<file path="config.mk">
export PLATFORM = sky130hd
export DESIGN_NAME = rgb_fade_sequencer
export DESIGN_NICKNAME = d
export VERILOG_FILES = /design/src/rtl/rgb_pkg.sv /design/src/rtl/rgb_step_timer.sv /design/src/rtl/rgb_fade_sequencer.sv
export SDC_FILE = /design/constraint.sdc
export NUM_CORES = 1
export LEC_CHECK = 0
export CAP_MARGIN = 10
export CORE_UTILIZATION = 50
export DETAILED_ROUTE_END_ITERATION = 10
export GPL_ROUTABILITY_DRIVEN = 1
export PLACE_DENSITY_LB_ADDON = 0.2
export SETUP_SLACK_MARGIN = 0.1
export SYNTH_ARGS = -nofsm -noshare
export SYNTH_HDL_FRONTEND = slang
export SYNTH_HIERARCHICAL = 1
export SYNTH_SLANG_ARGS = --single-unit
export TNS_END_PERCENT = 1
</file>
<file path="constraint.sdc">
create_clock -name clk -period 2.2 [get_ports clk]
set_input_delay 0.66 -clock clk [delete_from_list [all_inputs] [get_ports clk]]
set_output_delay 0.66 -clock clk [all_outputs]
set_load 0.005 [all_outputs]
</file>
<file path="src/rtl/rgb_pkg.sv">
// Shared types and helpers for the RGB fade sequencer.
//   channel_t : active colour channel (R, G, B)
//   state_t   : fade phase (IDLE, RAMP_UP, HOLD, RAMP_DOWN)
//   ch_slot   : bit offset of a channel inside the packed {B,G,R} duty bus
//   ch_next   : R -> G -> B -> R rotation
package rgb_pkg;

  localparam int unsigned DUTY_W_DEF = 8;

  typedef enum logic [1:0] {
    CH_R = 2'd0,
    CH_G = 2'd1,
    CH_B = 2'd2
  } channel_t;

  typedef enum logic [1:0] {
    IDLE      = 2'd0,
    RAMP_UP   = 2'd1,
    HOLD      = 2'd2,
    RAMP_DOWN = 2'd3
  } state_t;

  // R sits in the low slot, B in the high slot.
  function automatic int unsigned ch_slot(input channel_t ch, input int unsigned w);
    int unsigned v_idx;
    v_idx = 32'(ch);
    return v_idx * w;
  endfunction

  function automatic channel_t ch_next(input channel_t ch);
    channel_t v_nxt;
    case (ch)
      CH_R:    v_nxt = CH_G;
      CH_G:    v_nxt = CH_B;
      default: v_nxt = CH_R;
    endcase
    return v_nxt;
  endfunction

endpackage

</file>
<file path="src/rtl/rgb_step_timer.sv">
// Fade step timing: prescaler, pending-tick latch and sticky overrun flag.
//   clk, rst      : clock, synchronous active-high reset
//   en            : run enable; low freezes the prescaler
//   step_taken    : the sequencer consumed the pending tick this cycle
//   tick_pending  : a step is owed to the sequencer (registered)
//   overrun       : a tick was lost while one was already owed (sticky)
module rgb_step_timer #(
  parameter int unsigned TICK_DIV = 390625
) (
  input  logic clk,
  input  logic rst,
  input  logic en,
  input  logic step_taken,
  output logic tick_pending,
  output logic overrun
);

  localparam int unsigned      PRE_W    = (TICK_DIV > 1) ? $clog2(TICK_DIV) : 1;
  localparam logic [PRE_W-1:0] PRE_LAST = PRE_W'(TICK_DIV - 1);

  logic [PRE_W-1:0] r_presc;
  logic             r_pending;
  logic             r_overrun;
  logic             w_tick;

  assign w_tick = en && (r_presc == PRE_LAST);

  // Prescaler: free-runs while enabled, holds while disabled.
  always_ff @(posedge clk) begin
    if (rst) begin
      r_presc <= '0;
    end else if (en) begin
      r_presc <= w_tick ? '0 : r_presc + PRE_W'(1);
    end
  end

  // A tick landing on the same cycle as a step re-arms the latch instead of being lost.
  always_ff @(posedge clk) begin
    if (rst) begin
      r_pending <= 1'b0;
      r_overrun <= 1'b0;
    end else begin
      if (w_tick) begin
        r_pending <= 1'b1;
      end else if (step_taken) begin
        r_pending <= 1'b0;
      end
      if (w_tick && r_pending && !step_taken) begin
        r_overrun <= 1'b1;
      end
    end
  end

  assign tick_pending = r_pending;
  assign overrun      = r_overrun;

endmodule

</file>
<file path="src/rtl/rgb_fade_sequencer.sv">
// RGB fade pattern generator feeding the PWM stage over valid/ready.
// Each channel ramps 1..DUTY_CAP, holds DUTY_CAP for HOLD_STEPS beats, ramps
// back down to 0, then the next channel (R -> G -> B -> R) takes over.
//   clk, rst   : clock, synchronous active-high reset
//   en         : run enable (halts tick generation only)
//   duty       : {B,G,R} duty words, one slot active per beat (registered)
//   out_valid  : beat valid (registered)
//   out_ready  : downstream accepts the beat
//   cycle_done : pulses in the cycle the final B level-0 beat is accepted
//   overrun    : sticky lost-tick flag (registered)
module rgb_fade_sequencer
  import rgb_pkg::*;
#(
  parameter int unsigned TICK_DIV   = 390625,
  parameter int unsigned DUTY_W     = DUTY_W_DEF,
  parameter int unsigned DUTY_CAP   = 128,
  parameter int unsigned HOLD_STEPS = 64
) (
  input  logic                clk,
  input  logic                rst,
  input  logic                en,
  output logic [3*DUTY_W-1:0] duty,
  output logic                out_valid,
  input  logic                out_ready,
  output logic                cycle_done,
  output logic                overrun
);

  localparam int unsigned       DUTY_BUS_W  = 3 * DUTY_W;
  localparam int unsigned       HCNT_W      = (HOLD_STEPS > 0) ? $clog2(HOLD_STEPS + 1) : 1;
  localparam int unsigned       HOLD_LAST   = (HOLD_STEPS > 0) ? HOLD_STEPS - 1 : 0;
  localparam logic [DUTY_W-1:0] CAP_L       = DUTY_W'(DUTY_CAP);
  localparam logic [HCNT_W-1:0] HOLD_LAST_C = HCNT_W'(HOLD_LAST);

  state_t                  r_state;
  state_t                  w_state_nxt;
  channel_t                r_ch;
  channel_t                w_ch_nxt;
  logic [DUTY_W-1:0]       r_level;
  logic [DUTY_W-1:0]       w_level_nxt;
  logic [HCNT_W-1:0]       r_hold_cnt;
  logic [HCNT_W-1:0]       w_hold_nxt;
  logic [DUTY_BUS_W-1:0]   r_duty;
  logic [DUTY_BUS_W-1:0]   w_duty_nxt;
  logic                    r_valid;
  logic                    r_last;
  logic                    w_last_nxt;
  logic                    w_pending;
  logic                    w_step;
  logic                    w_accept;

  rgb_step_timer #(
    .TICK_DIV (TICK_DIV)
  ) u_timer (
    .clk          (clk),
    .rst          (rst),
    .en           (en),
    .step_taken   (w_step),
    .tick_pending (w_pending),
    .overrun      (overrun)
  );

  // A step may load a new beat whenever the output slot is free or being drained.
  assign w_step   = w_pending && (!r_valid || out_ready);
  assign w_accept = r_valid && out_ready;

  // Next sequence position and the beat it produces.
  always_comb begin
    w_state_nxt = r_state;
    w_ch_nxt    = r_ch;
    w_level_nxt = r_level;
    w_hold_nxt  = r_hold_cnt;

    case (r_state)
      IDLE, RAMP_UP: begin
        w_level_nxt = r_level + DUTY_W'(1);
        w_state_nxt = RAMP_UP;
        if (w_level_nxt == CAP_L) begin
          w_hold_nxt  = '0;
          w_state_nxt = (HOLD_STEPS > 0) ? HOLD : RAMP_DOWN;
        end
      end
      HOLD: begin
        w_hold_nxt = r_hold_cnt + HCNT_W'(1);
        if (r_hold_cnt == HOLD_LAST_C) begin
          w_state_nxt = RAMP_DOWN;
        end
      end
      RAMP_DOWN: begin
        w_level_nxt = r_level - DUTY_W'(1);
        // The level-0 beat still belongs to this channel; rotate for the next one.
        if (r_level == DUTY_W'(1)) begin
          w_state_nxt = RAMP_UP;
          w_ch_nxt    = ch_next(r_ch);
        end
      end
      default: begin
        w_state_nxt = IDLE;
      end
    endcase

    w_duty_nxt = DUTY_BUS_W'(w_level_nxt) << ch_slot(r_ch, DUTY_W);
    w_last_nxt = (r_ch == CH_B) && (w_level_nxt == '0);
  end

  // Sequence state and output beat advance together on a step.
  always_ff @(posedge clk) begin
    if (rst) begin
      r_state    <= IDLE;
      r_ch       <= CH_R;
      r_level    <= '0;
      r_hold_cnt <= '0;
      r_duty     <= '0;
      r_valid    <= 1'b0;
      r_last     <= 1'b0;
    end else if (w_step) begin
      r_state    <= w_state_nxt;
      r_ch       <= w_ch_nxt;
      r_level    <= w_level_nxt;
      r_hold_cnt <= w_hold_nxt;
      r_duty     <= w_duty_nxt;
      r_valid    <= 1'b1;
      r_last     <= w_last_nxt;
    end else if (w_accept) begin
      r_valid    <= 1'b0;
    end
  end

  assign duty       = r_duty;
  assign out_valid  = r_valid;
  assign cycle_done = r_valid && out_ready && r_last;

endmodule

</file>
# After elaboration in Yosys (flattened, before gate mapping)
# Index checks and enable logic that the tools add are counted.
[word_totals] reg_bits=66 in_bits=4 output_inout_bits=27 elab_cells=60
[op_classes] addsub=4 eq_ne=12 shifts=1 muxes=13 reduce_logical=20
[ops] operator="8-bit by 5-bit << shifter with 24-bit output" count=1
[ops] operator="19-bit by 1-bit adder with 19-bit output, second input constant" count=1
[ops] operator="19-bit equality test, second input constant" count=1
[ops] operator="19-bit 2-to-1 mux" count=1
[ops] operator="8-bit case mux with 2 select lines" count=1
[ops] operator="7-bit case mux with 2 select lines" count=1
[ops] operator="3-bit AND reduction" count=3
[ops] operator="8-bit by 1-bit adder with 8-bit output, second input constant" count=1
[ops] operator="8-bit by 1-bit equality test with 1-bit output, second input constant" count=1
[ops] operator="8-bit equality test, second input constant" count=1
[ops] operator="8-bit zero test" count=1
[ops] operator="8-bit by 1-bit subtractor with 8-bit output, second input constant" count=1
[ops] operator="7-bit by 1-bit adder with 7-bit output, second input constant" count=1
[ops] operator="7-bit by 6-bit equality test with 1-bit output, second input constant" count=1
[ops] operator="1-bit logical AND" count=7
[ops] operator="7-bit 2-to-1 mux" count=1
[ops] operator="2-bit equality test, second input constant" count=3
[ops] operator="2-bit 2-to-1 mux" count=3
[ops] operator="2-bit != test, second input constant" count=3
[ops] operator="2-bit case mux with 3 select lines" count=1
[ops] operator="2-bit nonzero test" count=3
[ops] operator="2-bit by 1-bit equality test with 1-bit output, second input constant" count=2
[ops] operator="2-bit zero test" count=2
[ops] operator="1-bit 2-to-1 mux" count=4
[ops] operator="other kinds (4)" count=5

# Depth between registers and ports, before layout
[depth] depth_word=5 mapped_depth=7 mapped_depth_nobuf=7

# Cells and area by module
# Netlist, hierarchy kept.
[by_module_without_submodules] module="rgb_fade_sequencer" n_inst=1 cells_per_inst=240 area_per_inst_um2=2089.5 seq_area_each_um2=900.9
[by_module_without_submodules] module="rgb_step_timer" n_inst=1 cells_per_inst=115 area_per_inst_um2=1043.5 seq_area_each_um2=420.4

# Worst setup path before layout
# OpenSTA, ideal clock, no wires.
[synth_timing] path_kind="reg2reg" startpoint="register r_level[2]" endpoint="register r_ch[0]" setup_time_ns=0.128 t_arrival_ns=1.924 required_time_ns=2.072 path_slack_ns=0.148 path_stages_with_launch=7 n_path_buf=1 synth_period_minus_slack_ns=2.052 path_cell_list="dfxtp_1 > buf_6 > or4_4 > or4b_4 > nor4_4 > mux2i_1 > nor2_1"
[synth_via] elab_chain_len=2
[synth_lines] item="start: declaration" line="rgb_fade_sequencer.sv:39" source="logic [DUTY_W-1:0] r_level;"
[synth_lines] item="start signal: assignment" line="rgb_fade_sequencer.sv:119" source="r_level <= w_level_nxt;"
[synth_lines] item="8-bit by 1-bit equality test with 1-bit output" line="rgb_fade_sequencer.sv:92" source="if (r_level == DUTY_W'(1)) begin"
[synth_lines] item="3-bit AND reduction (no line)"
[synth_lines] item="end signal: assignment" line="rgb_fade_sequencer.sv:118" source="r_ch <= w_ch_nxt;"
[synth_lines] item="end: declaration" line="rgb_fade_sequencer.sv:37" source="channel_t r_ch;"
# Every way passes these cells.
# A chain may end at the register's enable or synchronous reset.

# Final worst setup path
[layout_timing] startpoint="register r_level[4]" endpoint="register r_ch[0]"
# The elaborated chain is that of the path after synthesis.

==> run summary <==
• 42.17% — share of the yosys chip area belonging to registers
• finished, final reports clean — status
• 2430 ps — CP Data Required Time
• 25.40% — relative area change from synthesis to final layout
• 2290 ps — Data arrival, critical path
• 365 — Post-Syn Nets
• 668.6 nW/um^2 — power density over cell area
• or4_4 > or4b_4 > nor4_4 > mux2i_1 > nor2_1 — crit-path cells
• 66 — TritonCTS sink count
• 0 — number of antenna cells inserted
• 570 ps — maximum single-stage delay on the critical path
• 130 ps — worst setup slack for register-to-register paths
• 0 — max-cap violation count
• 93.89% — share of the cycle needed by the critical path after routing
• 2514 — via count of the first global-routing pass
• 15.42 um — Avg WL per Cell
• 350 ps — source-to-sink clock delay at the later pin of the worst-skew pair
• 28 — count of standard-cell rows
• 2 — cell depth of the worst min-delay path
• 4 — first-pass iteration count of the detailed router
• 0 — remaining antenna violation count
• 0 — Congestion Overflow GR
• 57 — unique cell type count in the Yosys netlist
• built — clock tree from TritonCTS
• 5161 um — HPWL after DPL
• 0.4842 GHz — Max Freq
• u_timer/overrun — hold path startpoint
• 81.16 um — floorplan die height
• 1321 um^2 — Sequential cell area
• 486 — non-filler instance count after layout
• 0 — number of setup buffers added after CTS
• 0 — Post-CTS Hold Buffers
• 5 — R2R cell count
• dfxtp_1 — commonest non-fill, non-tap cell in the layout
• 237 — Initial DRC Count
• 66.83% — Rel. slew slack
• 0.9034 — weighted congestion at the end of routability-driven global placement
• 6 — number of warning messages in the yosys log
• 3655 um^2 — total placed instance area
• 2 — CTS Buffer Depth
• 2065 ps — Final Critical Period
• 52.30% — initial core utilization
• 8.825 um^2 — post-synthesis average cell area
• clkbuf_8 — clock root cell
• 66 x dfxtp_1, 54 x nor2_1, 29 x buf_4 — highest-count cells in the layout ignoring fill and taps
• 3 — number of levels the H-tree was split into
• 5991 um^2 — placeable core region
• 12330 um — wire length of the first global-routing pass
• 3929 um^2 — post-route standard cell area excluding fillers
• 24.86% — global-route total usage across every layer
• 490.6 uV — Peak VDD IR
• 8 — Max Fanout on Critical Path
• 0 — max-slew violation count
• 482 — layout filler cell count
• met2 — busiest metal layer after global routing
• 3133 um^2 — Synth Cell Area
• 0.001391 uW — Leakage
• 0 — DRC viols
• 416 — Final Net Count
• 11.67 ps — maximum clock skew at final layout
• 35.94% — met1 GRT Util
• 5.763 — Vias per Instance
• 6587 um^2 — DIE AREA
• 0 — Setup-failing EPs final
• 66 — #FFs+latches synth
• 4.494% — M3 GR Usage
• or4b_4 — Slowest-stage cell, CP
• yes — RSZ-0062 raised after global routing
• 0 ps — Setup TNS
• 31 — boundary pin count
• 0% — async set-reset flop share out of synthesis
• 36.13% — grt met2 use
• r_level[4] — startpoint of the most critical register-to-register path
• 81.16 um — chip width
• 7492 um — aggregate routed wire length
• 355 — Gate Count Post-Synth
• reg2reg — path class of the lowest-slack min-delay path
• flop — startpoint type of the worst setup path
• 26 — pin count of the biggest net entering global routing
• dfxtp_1 — Synth Flop Type
• 9 — clock buffer count from CTS
• 2801 — via total after detailed routing
• flop — critical path endpoint category
• 2627 uW — Final Power
• 0 — EDFF count, synth
• 470 — Placed Cells
• 14.36% — share of post-route cells with drive strength above 1
• u_timer/overrun — endpoint of the worst hold-timing path
• 1688 um^2 — area used by multi-input combinational logic
• 0 — number of antenna violations at the first check in global routing
• 70 ps — Clock Pin Slew Worst Setup and Hold Paths
• 30 — number of port buffers
• 0 — number of hold-slack violations in the final timing report
• reg2reg — Worst Path Class, Setup
• 492.4 ps — worst slew pin tran
• r_ch[0] — worst r2r dst
[worst max-delay path: cells and delay by family (launching register included)]
kind | cells | cell delay [ps]
AND/OR/NAND/NOR | 4 | 1350
flip-flops | 1 | 380
multiplexers | 1 | 230
[through the flow]
| step | worst slack (ps) | hold slack, ps | util (%) |
|---|---|---|---|
| after floorplan | 148.4 | 448.0 | - |
| after global placement | -221.5 | 460.7 | 61.01 |
| after detailed placement | -213.0 | 463.8 | 61.01 |
| after CTS | 136.9 | 476.8 | 65.41 |
| after global routing | 42.63 | 519.9 | 65.58 |
| final | 134.5 | 479.3 | 65.58 |
[cells by family after synthesis]
| family | synth area share (%) |
|---|---|
| buf+inv | 4.273 |
| mux | 1.598 |
| simple gates | 27.32 |
| xor+xnor | 6.430 |
| fa+ha+maj | 2.396 |
| compound gates | 15.81 |
| flops | 42.17 |
[how the worst max path moves through the flow]
stage / from / end / cells past startpoint
final: r_level[4] / r_ch[0] / 5
after global routing: r_level[4] / r_ch[1] / 5
after floorplan: r_level[2] / r_ch[0] / 6
after CTS: r_level[2] / r_ch[0] / 5
after detailed placement: out_ready / cycle_done / 3
after global placement: out_ready / cycle_done / 3
[final cells by class]
type / instances / area share, %
repair buffers: 59 / 12.99
clock buffers: 11 / 3.599
well taps: 75 / 2.389
clock inverters: 5 / 3.185
flip-flops and latches: 66 / 33.63
inverters: 13 / 1.242
multi-input cells: 257 / 42.96
[Yosys cell counts, drive strengths merged, types with 2 or more instances]
| cell | count | share of area [%] |
|---|---|---|
| dfxtp | 66 | 42 |
| nor2 | 54 | 6.5 |
| nand2 | 23 | 2.8 |
| a22oi | 22 | 5.3 |
| xnor2 | 15 | 4.2 |
| clkbuf | 13 | 1.6 |
| inv | 13 | 1.6 |
| a21oi | 11 | 1.8 |
| nand3 | 11 | 2.6 |
| nor4 | 11 | 3.4 |
| nor3 | 10 | 1.6 |
| nand4 | 9 | 1.8 |
| o21ai | 8 | 1.3 |
| xor2 | 8 | 2.2 |
| buf | 6 | 1.2 |
| ha | 6 | 2.4 |
| a32oi | 5 | 1.4 |
| and3 | 5 | 1.0 |
| mux2i | 5 | 1.6 |
| nand2b | 4 | 0.80 |
| o32ai | 4 | 1.1 |
| and4 | 3 | 0.88 |
| nor2b | 3 | 0.60 |
| nor4b | 3 | 0.84 |
| o22ai | 3 | 0.60 |
| or4 | 3 | 0.84 |
| a2111oi | 2 | 0.76 |
| a211oi | 2 | 0.48 |
| a31oi | 2 | 0.40 |
| and2 | 2 | 0.40 |
| nand3b | 2 | 0.48 |
| nor3b | 2 | 0.48 |
| nor4bb | 2 | 0.64 |
| o31ai | 2 | 0.48 |
| or2 | 2 | 0.40 |
| or3 | 2 | 0.40 |
[state kept, by name, summed over array words and instances (netlist names)]
register,flops
duty,24
out_valid,1
r_ch,2
r_hold_cnt,7
r_last,1
r_level,8
r_state,2
u_timer/overrun,1
u_timer/r_presc,19
u_timer/tick_pending,1
[where the power goes]
group	internal, uW	switching [uW]	total [uW]
logic	22.9	37.9	60.8
registers	1200	8.13	1210
clock network	897	460	1360
[per-layer routing]
layer / share of wire (%) / routed length (um) / up-vias
met5: 0 / 0 / -
met4: 1.6 / 123 / 0
met3: 5.2 / 392 / 12
met2: 42 / 3173 / 70
met1: 51 / 3802 / 1328
li1: - / - / 1391
[repair_timing]
action / in CTS / in global routing
hold endpoints to repair: 0 / 0
endpoints found under the setup margin: 1 / 7
resized for setup: 2 / 3
Note: power is estimated with default switching activity, not from simulation.
